<file path="src/rtl/riscv_pkg.sv">
// Shared core definitions: architectural widths and the writeback entry type.
package riscv_pkg;

    localparam int XLEN       = 32;
    localparam int REG_ADDR_W = 5;

    typedef struct packed {
        logic [REG_ADDR_W-1:0] rd;
        logic [XLEN-1:0]       data;
    } wb_entry_t;

endpackage

</file>
<file path="src/rtl/wb_ctrl_fifo.sv">
// Writeback queue storage: circular buffer with registered occupancy and an
// age-ordered view of all entries (index 0 = head / oldest).
module wb_fifo
    import riscv_pkg::*;
#(
    parameter int DEPTH = 4
) (
    input  logic                       clk,
    input  logic                       rst,
    input  logic                       push,
    input  wb_entry_t                  push_entry,
    input  logic                       pop,
    output logic                       full,
    output logic                       empty,
    output logic [$clog2(DEPTH):0]     level,
    output logic [DEPTH-1:0]           view_valid,
    output wb_entry_t [DEPTH-1:0]      view_entry
);

    localparam int PTR_W = $clog2(DEPTH);

    wb_entry_t              r_mem [DEPTH];
    logic [PTR_W-1:0]       r_wptr;
    logic [PTR_W-1:0]       r_rptr;
    logic [PTR_W:0]         r_level;

    // Pointer and occupancy update; pointers wrap naturally at DEPTH (power of two)
    always_ff @(posedge clk) begin
        if (rst) begin
            r_wptr  <= '0;
            r_rptr  <= '0;
            r_level <= '0;
        end else begin
            if (push) r_wptr <= r_wptr + PTR_W'(1);
            if (pop)  r_rptr <= r_rptr + PTR_W'(1);
            case ({push, pop})
                2'b10:   r_level <= r_level + (PTR_W+1)'(1);
                2'b01:   r_level <= r_level - (PTR_W+1)'(1);
                default: ;
            endcase
        end
    end

    // Entry storage is left unreset; only entries below level are ever observed
    always_ff @(posedge clk) begin
        if (push) r_mem[r_wptr] <= push_entry;
    end

    // Age-ordered view: slot k is the k-th oldest entry, valid while k < level
    always_comb begin
        for (int unsigned k = 0; k < DEPTH; k++) begin
            view_entry[k] = r_mem[r_rptr + PTR_W'(k)];
            view_valid[k] = ((PTR_W+1)'(k) < r_level);
        end
    end

    assign full  = (r_level == (PTR_W+1)'(DEPTH));
    assign empty = (r_level == '0);
    assign level = r_level;

endmodule

</file>
<file path="src/rtl/wb_ctrl.sv">
// Writeback controller: arbitrates ALU/load results into the writeback queue
// (load has priority), drains the head into the register file, and provides
// a combinational bypass lookup over queued (not yet written) results.
module wb_ctrl
    import riscv_pkg::*;
#(
    parameter int DEPTH = 4
) (
    input  logic                    clk,
    input  logic                    rst,
    input  logic                    alu_valid,
    input  logic [REG_ADDR_W-1:0]   alu_rd,
    input  logic [XLEN-1:0]         alu_data,
    output logic                    alu_ready,
    input  logic                    ld_valid,
    input  logic [REG_ADDR_W-1:0]   ld_rd,
    input  logic [XLEN-1:0]         ld_data,
    output logic                    ld_ready,
    input  logic                    rf_stall,
    output logic                    rf_wEn,
    output logic [REG_ADDR_W-1:0]   rf_rd,
    output logic [XLEN-1:0]         rf_dataIn,
    input  logic [REG_ADDR_W-1:0]   byp_rs1,
    input  logic [REG_ADDR_W-1:0]   byp_rs2,
    output logic                    byp_hit1,
    output logic                    byp_hit2,
    output logic [XLEN-1:0]         byp_data1,
    output logic [XLEN-1:0]         byp_data2,
    output logic [$clog2(DEPTH):0]  level
);

    logic                   w_full;
    logic                   w_empty;
    logic                   w_push;
    logic                   w_pop;
    logic                   w_ld_fire;
    logic                   w_alu_fire;
    wb_entry_t              w_push_entry;
    logic [DEPTH-1:0]       w_view_valid;
    wb_entry_t [DEPTH-1:0]  w_view_entry;

    wb_fifo #(.DEPTH(DEPTH)) u_fifo (
        .clk        (clk),
        .rst        (rst),
        .push       (w_push),
        .push_entry (w_push_entry),
        .pop        (w_pop),
        .full       (w_full),
        .empty      (w_empty),
        .level      (level),
        .view_valid (w_view_valid),
        .view_entry (w_view_entry)
    );

    // Handshake and push selection; ready comes from registered occupancy only
    always_comb begin
        ld_ready     = !rst && !w_full;
        alu_ready    = !rst && !w_full && !ld_valid;
        w_ld_fire    = ld_valid && ld_ready;
        w_alu_fire   = alu_valid && alu_ready;
        w_push_entry = w_ld_fire ? '{rd: ld_rd,  data: ld_data}
                                 : '{rd: alu_rd, data: alu_data};
        // x0 results complete the handshake but are dropped
        w_push       = (w_ld_fire  && (ld_rd  != '0)) ||
                       (w_alu_fire && (alu_rd != '0));
    end

    // Register-file drain from the queue head
    always_comb begin
        rf_wEn    = !rst && !w_empty && !rf_stall;
        w_pop     = rf_wEn;
        rf_rd     = w_view_entry[0].rd;
        rf_dataIn = w_view_entry[0].data;
    end

    // Bypass search oldest-to-youngest so the youngest match wins
    always_comb begin
        byp_hit1  = 1'b0;
        byp_hit2  = 1'b0;
        byp_data1 = '0;
        byp_data2 = '0;
        for (int unsigned k = 0; k < DEPTH; k++) begin
            if (w_view_valid[k] && (byp_rs1 != '0) && (w_view_entry[k].rd == byp_rs1)) begin
                byp_hit1  = 1'b1;
                byp_data1 = w_view_entry[k].data;
            end
            if (w_view_valid[k] && (byp_rs2 != '0) && (w_view_entry[k].rd == byp_rs2)) begin
                byp_hit2  = 1'b1;
                byp_data2 = w_view_entry[k].data;
            end
        end
        if (rst) begin
            byp_hit1  = 1'b0;
            byp_hit2  = 1'b0;
            byp_data1 = '0;
            byp_data2 = '0;
        end
    end

endmodule
</file>
<file path="config.mk">
export PLATFORM = sky130hd
export DESIGN_NAME = wb_ctrl
export DESIGN_NICKNAME = d
export VERILOG_FILES = /design/src/rtl/riscv_pkg.sv /design/src/rtl/wb_ctrl_fifo.sv /design/src/rtl/wb_ctrl.sv
export SDC_FILE = /design/constraint.sdc
export NUM_CORES = 1
export LEC_CHECK = 0
export CORE_MARGIN = 10
export CORE_UTILIZATION = 30
export CTS_CLUSTER_DIAMETER = 80
export DETAILED_ROUTE_END_ITERATION = 10
export HOLD_SLACK_MARGIN = 0.12
export SLEW_MARGIN = 20
export SYNTH_ARGS = -nofsm -noshare
export SYNTH_HDL_FRONTEND = slang
export SYNTH_SLANG_ARGS = --single-unit
</file>
<file path="constraint.sdc">
create_clock -name clk -period 5.9 [get_ports clk]
set_input_delay 1.18 -clock clk [delete_from_list [all_inputs] [get_ports clk]]
set_output_delay 1.18 -clock clk [all_outputs]
set_load 0.005 [all_outputs]
</file>
[After elaboration in Yosys (flattened, before gate mapping)]
Memory sizes are Yosys's and may differ from the RTL's. A register that Yosys moved wholly into a read port is not among the register bits.
Cells that the tools add are included.
Word-level totals
  bits in registers: 7
  word-level logic and storage cells: 87
  bits in writable memories: 148
  input bits: 89
  memories kept: 1
  output and inout port bits: 109
Memories
  u_fifo.r_mem: words 4, bits a word 37, read ports 4, clocked after Yosys merged registers in 1, wr ports 1, line wb_ctrl_fifo.sv:22  | wb_entry_t r_mem [DEPTH];
Cells by class
  mux-type cells: 26
  reductions and logical operators: 36
  add/subtract/negate cells: 6
  order comparisons: 4
  equal/unequal tests: 11
Operator list (number)
  two-way mux 32 bit: 10
  == test 5 bit: 8
  two-way mux 37 bit: 1
  logical AND 1 bit: 24
  nonzero test 5 bit: 4
  two-way mux 1 bit: 12
  < comparator 1 x 3 -> 1 bit, first input constant: 2
  < comparator 2 x 3 -> 1 bit, first input constant: 2
  case mux 3 bit (2 select lines): 1
  logical NOT 1 bit: 5
  adder 2 x 1 -> 2 bit, second input constant: 2
  adder 2 bit, second input constant: 2
  two-way mux 2 bit: 2
  adder 3 x 1 -> 3 bit, second input constant: 1
  == test 3 bit, second input constant: 1
  logical NOT 3 bit: 1
  subtractor 3 x 1 -> 3 bit, second input constant: 1
  == test 2 x 1 -> 1 bit, second input constant: 1
  == test 2 bit, second input constant: 1
  nonzero test 2 bit: 1
  logical OR 1 bit: 1

[Depth between registers and ports, before layout]
Gate-level depths: netlist of the first run.
  depth in word-level cells: 9
  mapped depth: 12

[Cells and area by module]
Synthesis of the first run repeated with hierarchy kept, for this count alone.
Unflattened totals
  cells, all modules: 969
  area total of the unflattened synthesis: 12438.2 um2
Modules (own cells, without submodules)
  wb_fifo: area an instance 8567.0 um2, cells an instance 384, instances 1, sequential area each 4624.4 um2
  wb_ctrl: area an instance 3871.2 um2, cells an instance 585, instances 1, sequential area each 0.0 um2

[Worst setup path before layout of the first run]
OpenSTA, ideal clock, no wires.
  path kind: input to output
  from: input byp_rs2[1]
  to: output byp_data2[10]
  path slack: 1.521 ns
  stages: 9
  buffers on the path: 2
  arrival: 3.199 ns
  cells stage by stage: clkbuf_1 or4_1 nor2_1 nor3_1 nand2_4 buf_6 mux2_4 a221oi_1 a211oi_1
Between the ends
  longest elaborated chain between the ends: 8
Ends and longest elaborated chain
  from (decl): line wb_ctrl.sv:24  | input logic [REG_ADDR_W-1:0] byp_rs2,
  nonzero test 5 bit: line wb_ctrl.sv:87  | if (w_view_valid[k] && (byp_rs2 != '0) && (w_view_entry[k].rd == byp_rs2)) begin
  logical AND 1 bit (2 in series): line wb_ctrl.sv:87
  two-way mux 32 bit (3 in series): line wb_ctrl.sv:87
  two-way mux 32 bit (*): line wb_ctrl.sv:87
  two-way mux 32 bit (*): line wb_ctrl.sv:92  | if (rst) begin
  to (decl): line wb_ctrl.sv:28  | output logic [XLEN-1:0] byp_data2,
Mark *: on every way between the ends. The rest lies on a longest branch, timed or not.

[Worst setup path after layout of the first run]
  from: input byp_rs1[0]
  to: output byp_data1[13]
Between the ends
  longest elaborated chain between the ends: 8
Ends and longest elaborated chain
  from (decl): line wb_ctrl.sv:23  | input logic [REG_ADDR_W-1:0] byp_rs1,
  nonzero test 5 bit: line wb_ctrl.sv:83  | if (w_view_valid[k] && (byp_rs1 != '0) && (w_view_entry[k].rd == byp_rs1)) begin
  logical AND 1 bit (2 in series): line wb_ctrl.sv:83
  two-way mux 32 bit (3 in series): line wb_ctrl.sv:83
  two-way mux 32 bit (*): line wb_ctrl.sv:83
  two-way mux 32 bit (*): line wb_ctrl.sv:92
  to (decl): line wb_ctrl.sv:27  | output logic [XLEN-1:0] byp_data1,
Marked as above.

==> results of run 1 <==
[metrics by stage]
stage | std cells | power, W | utilization [%] | setup slack (ns) | area (um^2)
3_5_place_dp | 1554 | 0.00258 | 37.3 | 0.285 | 14100
6_report | 1586 | 0.00364 | 38.9 | 0.304 | 14700
5_1_grt | 1586 | 0.00382 | 38.9 | 0.131 | 14700
2_1_floorplan | 906 | 0.00216 | - | 1.52 | 11500
3_3_place_gp | 1554 | 0.00257 | 37.3 | 0.298 | 14100
4_1_cts | 1586 | 0.00368 | 38.9 | 0.267 | 14700
[registers in the layout, summed over array words and instances, names as in the netlist, named ones only]
register	cells
u_fifo.r_mem	148
u_fifo.level	3
u_fifo.r_rptr	2
u_fifo.r_wptr	2
[worst paths after layout]
| kind | from | endpoint | slack, ns | cells after the start |
|---|---|---|---|---|
| min reg2reg | u_fifo.r_wptr[0]$_SDFFE_PP0P_ | u_fifo.r_wptr[0]$_SDFFE_PP0P_ | 0.59 | 2 |
| max | byp_rs1[0] | byp_data1[13] | 0.30 | 10 |
| min | u_fifo.r_wptr[0]$_SDFFE_PP0P_ | u_fifo.r_wptr[0]$_SDFFE_PP0P_ | 0.59 | 2 |
| max reg2reg | u_fifo.level[0]$_SDFFE_PP0P_ | u_fifo.r_mem[0][15]$_DFFE_PP_ | 2.92 | 7 |
[area by class of cell]
type                       instances  area, um^2
clock buffer                      17         425
tap                              511         639
sequential                       157        4640
multi-input combinational        639        6410
inverter                          15        56.3
timing repair buffer             232        2360
fill                            3561       23100
clock inverter                    15         151
[layer usage]
metal,routed length (um),vias up,part of all wire [%]
li1,-,3990,-
met5,0,-,0
met4,573,0,1.5
met3,1760,32,4.7
met2,19300,290,52
met1,15700,4510,42
[power by group through the flow]
stage / Combinational [W] / Clock (W) / Sequential [W]
2_1_floorplan: 0.000819 / 0 / 0.00134
6_report: 0.00118 / 0.00109 / 0.00137
4_1_cts: 0.00120 / 0.00111 / 0.00137
3_3_place_gp: 0.00118 / 0 / 0.00139
3_5_place_dp: 0.00119 / 0 / 0.00139
5_1_grt: 0.00128 / 0.00116 / 0.00138
[kinds of logic (layout without fill, tap and decap cells)]
logic type | Yosys count | after routing | synth area share [%]
DFF | 157 | 157 | 40.1
buffers and inverters | 110 | 279 | 4.57
adders and majority gates | 9 | 9 | 0.977
and+or+nand+nor | 129 | 129 | 5.31
muxes | 248 | 248 | 32.4
xor gates and xnor gates | 43 | 43 | 3.27
AOI/OAI and AO/OA | 210 | 210 | 13.3
[layout by cell type, fill, tap and decap left out, types with 5 or more instances in the layout]
cell type,n
nor2_1,55
dfxtp_1,5
a221oi_2,11
inv_1,14
buf_4,26
inv_6,6
buf_12,10
a221oi_1,51
and2_2,5
and3_1,5
nand4_1,5
mux2_2,108
o21ai_0,34
nand2_1,36
mux2i_1,33
clkbuf_16,17
mux2_4,10
ha_1,9
mux4_2,84
xor2_1,17
nor3_1,5
xnor2_1,26
edfxtp_1,148
a211oi_1,61
clkdlybuf4s50_1,196
mux2_1,13
a21oi_1,43
[worst max-delay path, delay by kind of cell]
family / cells / cell delay [ns]
AND/OR/NAND/NOR: 4 / 1.31
buffers and inverters: 3 / 1.22
AO/OA/AOI/OAI: 2 / 0.46
multiplexers: 1 / 0.23
==> flow_metrics.py, run 1 <==
metrics = {
    "outcome": {
        "status": "completed",
    },
    "final_layout": {
        "drive_gt1_share_pct": 27.9,
        "num-nets-final": 1160,
        "antenna_cells": 0,
        "area_delta_synth_final_pct": 27.3,
    },
    "power_and_ir_drop": {
        "combPwrFrac_pct": 32.6,
        "p_switching_w": 0.00111,
        "ir_drop_mv": 0.149,
        "intPower_w": 0.00252,
        "power_frac_seq_pct": 37.5,
        "clockPowerShare_pct": 29.9,
        "power_density_mw_per_mm2": 248,
        "leakage_nw": 4.46,
        "swShare_pct": 30.6,
    },
    "global_route": {
        "grt_pass1_wl_um": 56900,
        "use_met1_pct": 19.7,
        "grt_overflow": 0,
        "grt-busiest-layer": "met2",
        "grt_usage_pct": 15.7,
        "grt_max_degree": 76,
        "antenna_found_initial": 0,
        "grt_pass1_vias": 9039,
        "grt_use_met2_pct": 27.5,
        "use_met3_pct": 2.31,
    },
    "drt": {
        "drtIter0Drc": 543,
        "drtPass1Iterations": 4,
        "ant_nets": 0,
        "wirelength_um": 37300,
        "vias_per_cell": 5.56,
        "drcViolationCount": 0,
        "dr_total_vias": 8822,
        "avgRoutedWirePerCell_um": 23.5,
    },
    "timing": {
        "tightest_slew_ns": 1.04,
        "whs_ns": 0.590,
        "fin_crit_ns": 5.60,
        "finClkSkew_ns": 0.0143,
        "setup_tns_ns": 0,
        "finalSetupViolCount": 0,
        "clock.fmax_ghz": 0.179,
        "drv_slew": 0,
        "grt_setup_unrepaired": "no",
        "finalHoldViolations": 0,
        "maxSlewHeadroom_pct": 30.5,
        "fin_crit_sh_pct": 94.9,
    },
    "clock_network": {
        "cts_sinks": 157,
        "cts_made_buffers": 17,
        "clockRootBuffer": "clkbuf_16",
        "cts-hold-fix-buffers": 0,
        "post_cts_buffers": 0,
        "clkTransAtPathRegs_ns": 0.06,
        "clk_latency_ns": 0.43,
        "cts_tree": "built",
        "cts_resized": 0,
        "cts.path.max_buffers": 2,
        "htree_num_levels": 4,
    },
    "place": {
        "hpwl_um": 25600,
        "gp_congestion": 0.857,
        "io_buffers": 197,
    },
    "synthesis": {
        "synth_most_common_cell": "edfxtp_1",
        "synth_edf_count": 148,
        "async_flop_share_pct": 0,
        "yosysSeqAreaShare_pct": 40.1,
        "synth_area_leaders": "edfxtp_1 (39%), mux4_2 (16%), mux2_2 (11%)",
        "syn-num-nets": 1004,
        "synth_top_area_share_pct": 38.6,
        "synth_ff_type": "edfxtp_1",
        "yosysWarningCount": 0,
        "netlist_area_mm2": 0.0115,
        "yosysTopAreaCell": "edfxtp_1",
        "synth_cells": 906,
        "syn-mean-instance-area_um2": 12.7,
        "ys_types": 43,
        "ys_seq_elements": 157,
        "synth.top_cells.by_count": "edfxtp_1 (148), mux2_2 (108), mux4_2 (84)",
    },
    "worst_setup_path": {
        "worstPathCellList": "clkdlybuf4s50_1, nor3_1, nor3b_1, nor3_1, and2_2, buf_12, mux2_2, a221oi_1, a211oi_1, clkdlybuf4s50_1",
        "slowest_delay_ns": 0.59,
        "cp_slowest_cell": "clkdlybuf4s50_1",
        "critPathMaxFanout": 15,
        "critPathLaunchType": "input pin",
        "required_ns": 4.72,
        "cp-end-kind": "output pin",
        "critPathKind": "input pin to output pin",
        "cp.arrival_ns": 4.42,
    },
    "hold_path": {
        "hold_path.class": "flop to flop",
    },
    "floorplanning": {
        "core_mm2": 0.0378,
        "die_h_um": 216,
        "start_util_pct": 30.5,
        "fp-row-count": 71,
        "die_w_um": 216,
        "ioPinCount": 198,
        "die_area_mm2": 0.0467,
    },
    "job": {
        "max_cap_violations": 0,
    },
}
Power figures use the tool's default switching activity.
==> inputs of run 2 (changes only) <==
- SKIP_LAST_GASP: default -> 1
==> results of run 2 <==
No change in the layout: final DEF, timing and power equal those of run 1.
==> inputs of run 3 (changes only) <==
- CORE_ASPECT_RATIO: default -> 1.4
==> flow_metrics.py, run 3 (synthesized netlist as in run 1, its figures left out) <==
metrics = {
    "power_and_ir_drop": {
        "power_density_mw_per_mm2": 254,
        "swShare_pct": 29.1,
        "leakage_nw": 4.48,
        "p_switching_w": 0.00109,
        "combPwrFrac_pct": 31.8,
        "ir_drop_mv": 0.173,
        "power_frac_seq_pct": 36.5,
        "intPower_w": 0.00264,
        "clockPowerShare_pct": 31.7,
    },
    "hold_path": {
        "hold_depth": 2,
        "hp-start": "u_fifo.level[2]$_SDFFE_PP0P_",
        "holdPathEnd": "u_fifo.level[2]$_SDFFE_PP0P_",
        "hold_path.class": "flop to flop",
    },
    "final_layout": {
        "fin_cells": 1548,
        "num-nets-final": 1160,
        "layout_commonest_cell": "clkdlybuf4s50_1",
        "multiInputGateArea_mm2": 0.00641,
        "final_cell_mix": "clkdlybuf4s50_1 (196), edfxtp_1 (148), mux2_2 (108), mux4_2 (84), a211oi_1 (61)",
        "antenna_cells": 0,
        "area_delta_synth_final_pct": 27.5,
        "seqCellArea_mm2": 0.00464,
        "drive_gt1_share_pct": 27.9,
        "fillers": 3530,
        "post-route-cell-area_mm2": 0.0147,
        "largest_reg_flops": 148,
        "top_register": "u_fifo.r_mem",
    },
    "global_route": {
        "grt_pass1_vias": 9154,
        "grt_max_degree": 66,
        "grt_overflow": 0,
        "antenna_found_initial": 0,
        "grt_usage_pct": 15.4,
        "grt_pass1_wl_um": 55000,
    },
    "clock_network": {
        "clockRootBuffer": "clkbuf_16",
        "clkTransAtPathRegs_ns": 0.06,
        "cts_resized": 0,
        "post_cts_buffers": 0,
        "cts_tree": "built",
        "cts_sinks": 157,
        "cts-hold-fix-buffers": 0,
        "cts.path.max_buffers": 2,
        "clk_latency_ns": 0.44,
        "htree_num_levels": 4,
        "cts_made_buffers": 17,
    },
    "drt": {
        "drtPass1Iterations": 5,
        "drtIter0Drc": 552,
        "drcViolationCount": 0,
        "avgRoutedWirePerCell_um": 23.4,
        "wirelength_um": 36300,
        "vias_per_cell": 5.63,
        "dr_total_vias": 8717,
        "ant_nets": 0,
    },
    "job": {
        "max_cap_violations": 0,
    },
    "worst_setup_path": {
        "cp-end-kind": "output pin",
        "critPathKind": "input pin to output pin",
        "critPathMaxFanout": 8,
        "reg2reg_depth": 7,
        "critPathLaunchType": "input pin",
        "r2r-start": "u_fifo.level[0]$_SDFFE_PP0P_",
        "r2r_slack_ns": 2.83,
        "cp.arrival_ns": 4.43,
        "reg2reg_to": "u_fifo.r_mem[3][9]$_DFFE_PP_",
        "required_ns": 4.72,
    },
    "place": {
        "io_buffers": 197,
        "pre_cts_slack_ns": 0.273,
        "dpl-instance-area_mm2": 0.0141,
        "place_inst": 1516,
        "hpwl_um": 26000,
        "gp_congestion": 0.897,
    },
    "floorplanning": {
        "die_h_um": 252,
        "die_w_um": 186,
        "fp-row-count": 84,
        "start_util_pct": 30.5,
        "core_mm2": 0.0377,
        "die_area_mm2": 0.0468,
        "ioPinCount": 198,
    },
    "timing": {
        "setup_tns_ns": 0,
        "tightest_slew_ns": 1.04,
        "grt_setup_unrepaired": "no",
        "fin_crit_sh_pct": 95.1,
        "finalHoldViolations": 0,
        "finClkSkew_ns": 0.00689,
        "fin_crit_ns": 5.61,
        "clock.fmax_ghz": 0.178,
        "finalSetupViolCount": 0,
        "maxSlewHeadroom_pct": 30.6,
        "drv_slew": 0,
        "layout_setup_ws_ns": 0.289,
    },
    "outcome": {
        "status": "completed",
    },
}
-- run 3: metal layers --
metal	GRT usage [%]	part of all wire, %	vias to the layer above
met5	0	0	-
li1	-	-	3982
met3	2.59	4.3	65
met2	27.8	54	274
met4	6.83	2.9	0
met1	17.2	39	4396
-- run 3: power by group through the flow --
stage               sequential [W]  combinational (W)  clock, W
global placement           0.00138            0.00119         0
finish                     0.00136            0.00118   0.00118
floorplan                  0.00134           0.000819         0
global route               0.00137            0.00128   0.00126
detailed placement         0.00139            0.00119         0
CTS                        0.00136            0.00120   0.00121
-- run 3: final cells by class --
cell class / instances / area share, %
Multi-Input combinational cell: 639 / 43.6
Clock inverter: 15 / 1.42
Timing Repair Buffer: 232 / 16.1
Sequential cell: 157 / 31.6
Tap cell: 473 / 4.03
Clock buffer: 17 / 2.90
Inverter: 15 / 0.383
-- run 3: worst max path at each step --
stage / endpoint / startpoint / slack [ns]
after CTS: byp_data1[20] / byp_rs1[2] / 0.27
final: byp_data1[20] / byp_rs1[2] / 0.29
after global routing: byp_data1[20] / byp_rs1[2] / 0.05
after global placement: byp_data1[17] / byp_rs1[2] / 0.33
after detailed placement: byp_data1[20] / byp_rs1[2] / 0.27
after floorplan: byp_data2[10] / byp_rs2[1] / 1.52
-- run 3: worst max-delay path, cell delays in order --
cell and delay [ns]:
clkdlybuf4s50_1 0.54, nor3_1 0.26, nor3b_1 0.53, nor3_1 0.14, and2_2 0.23, buf_4 0.19
buf_4 0.19, mux2_2 0.28, a221oi_1 0.30, a211oi_1 0.08, clkdlybuf4s50_1 0.49
-- run 3: stage by stage --
step	utilization (%)	total power, W	hold slack [ns]
6_report	38.9	0.00373	0.567
5_1_grt	38.9	0.00392	0.625
4_1_cts	38.9	0.00377	0.580
3_5_place_dp	37.3	0.00258	0.568
3_3_place_gp	37.2	0.00257	0.565
2_1_floorplan	-	0.00216	0.525
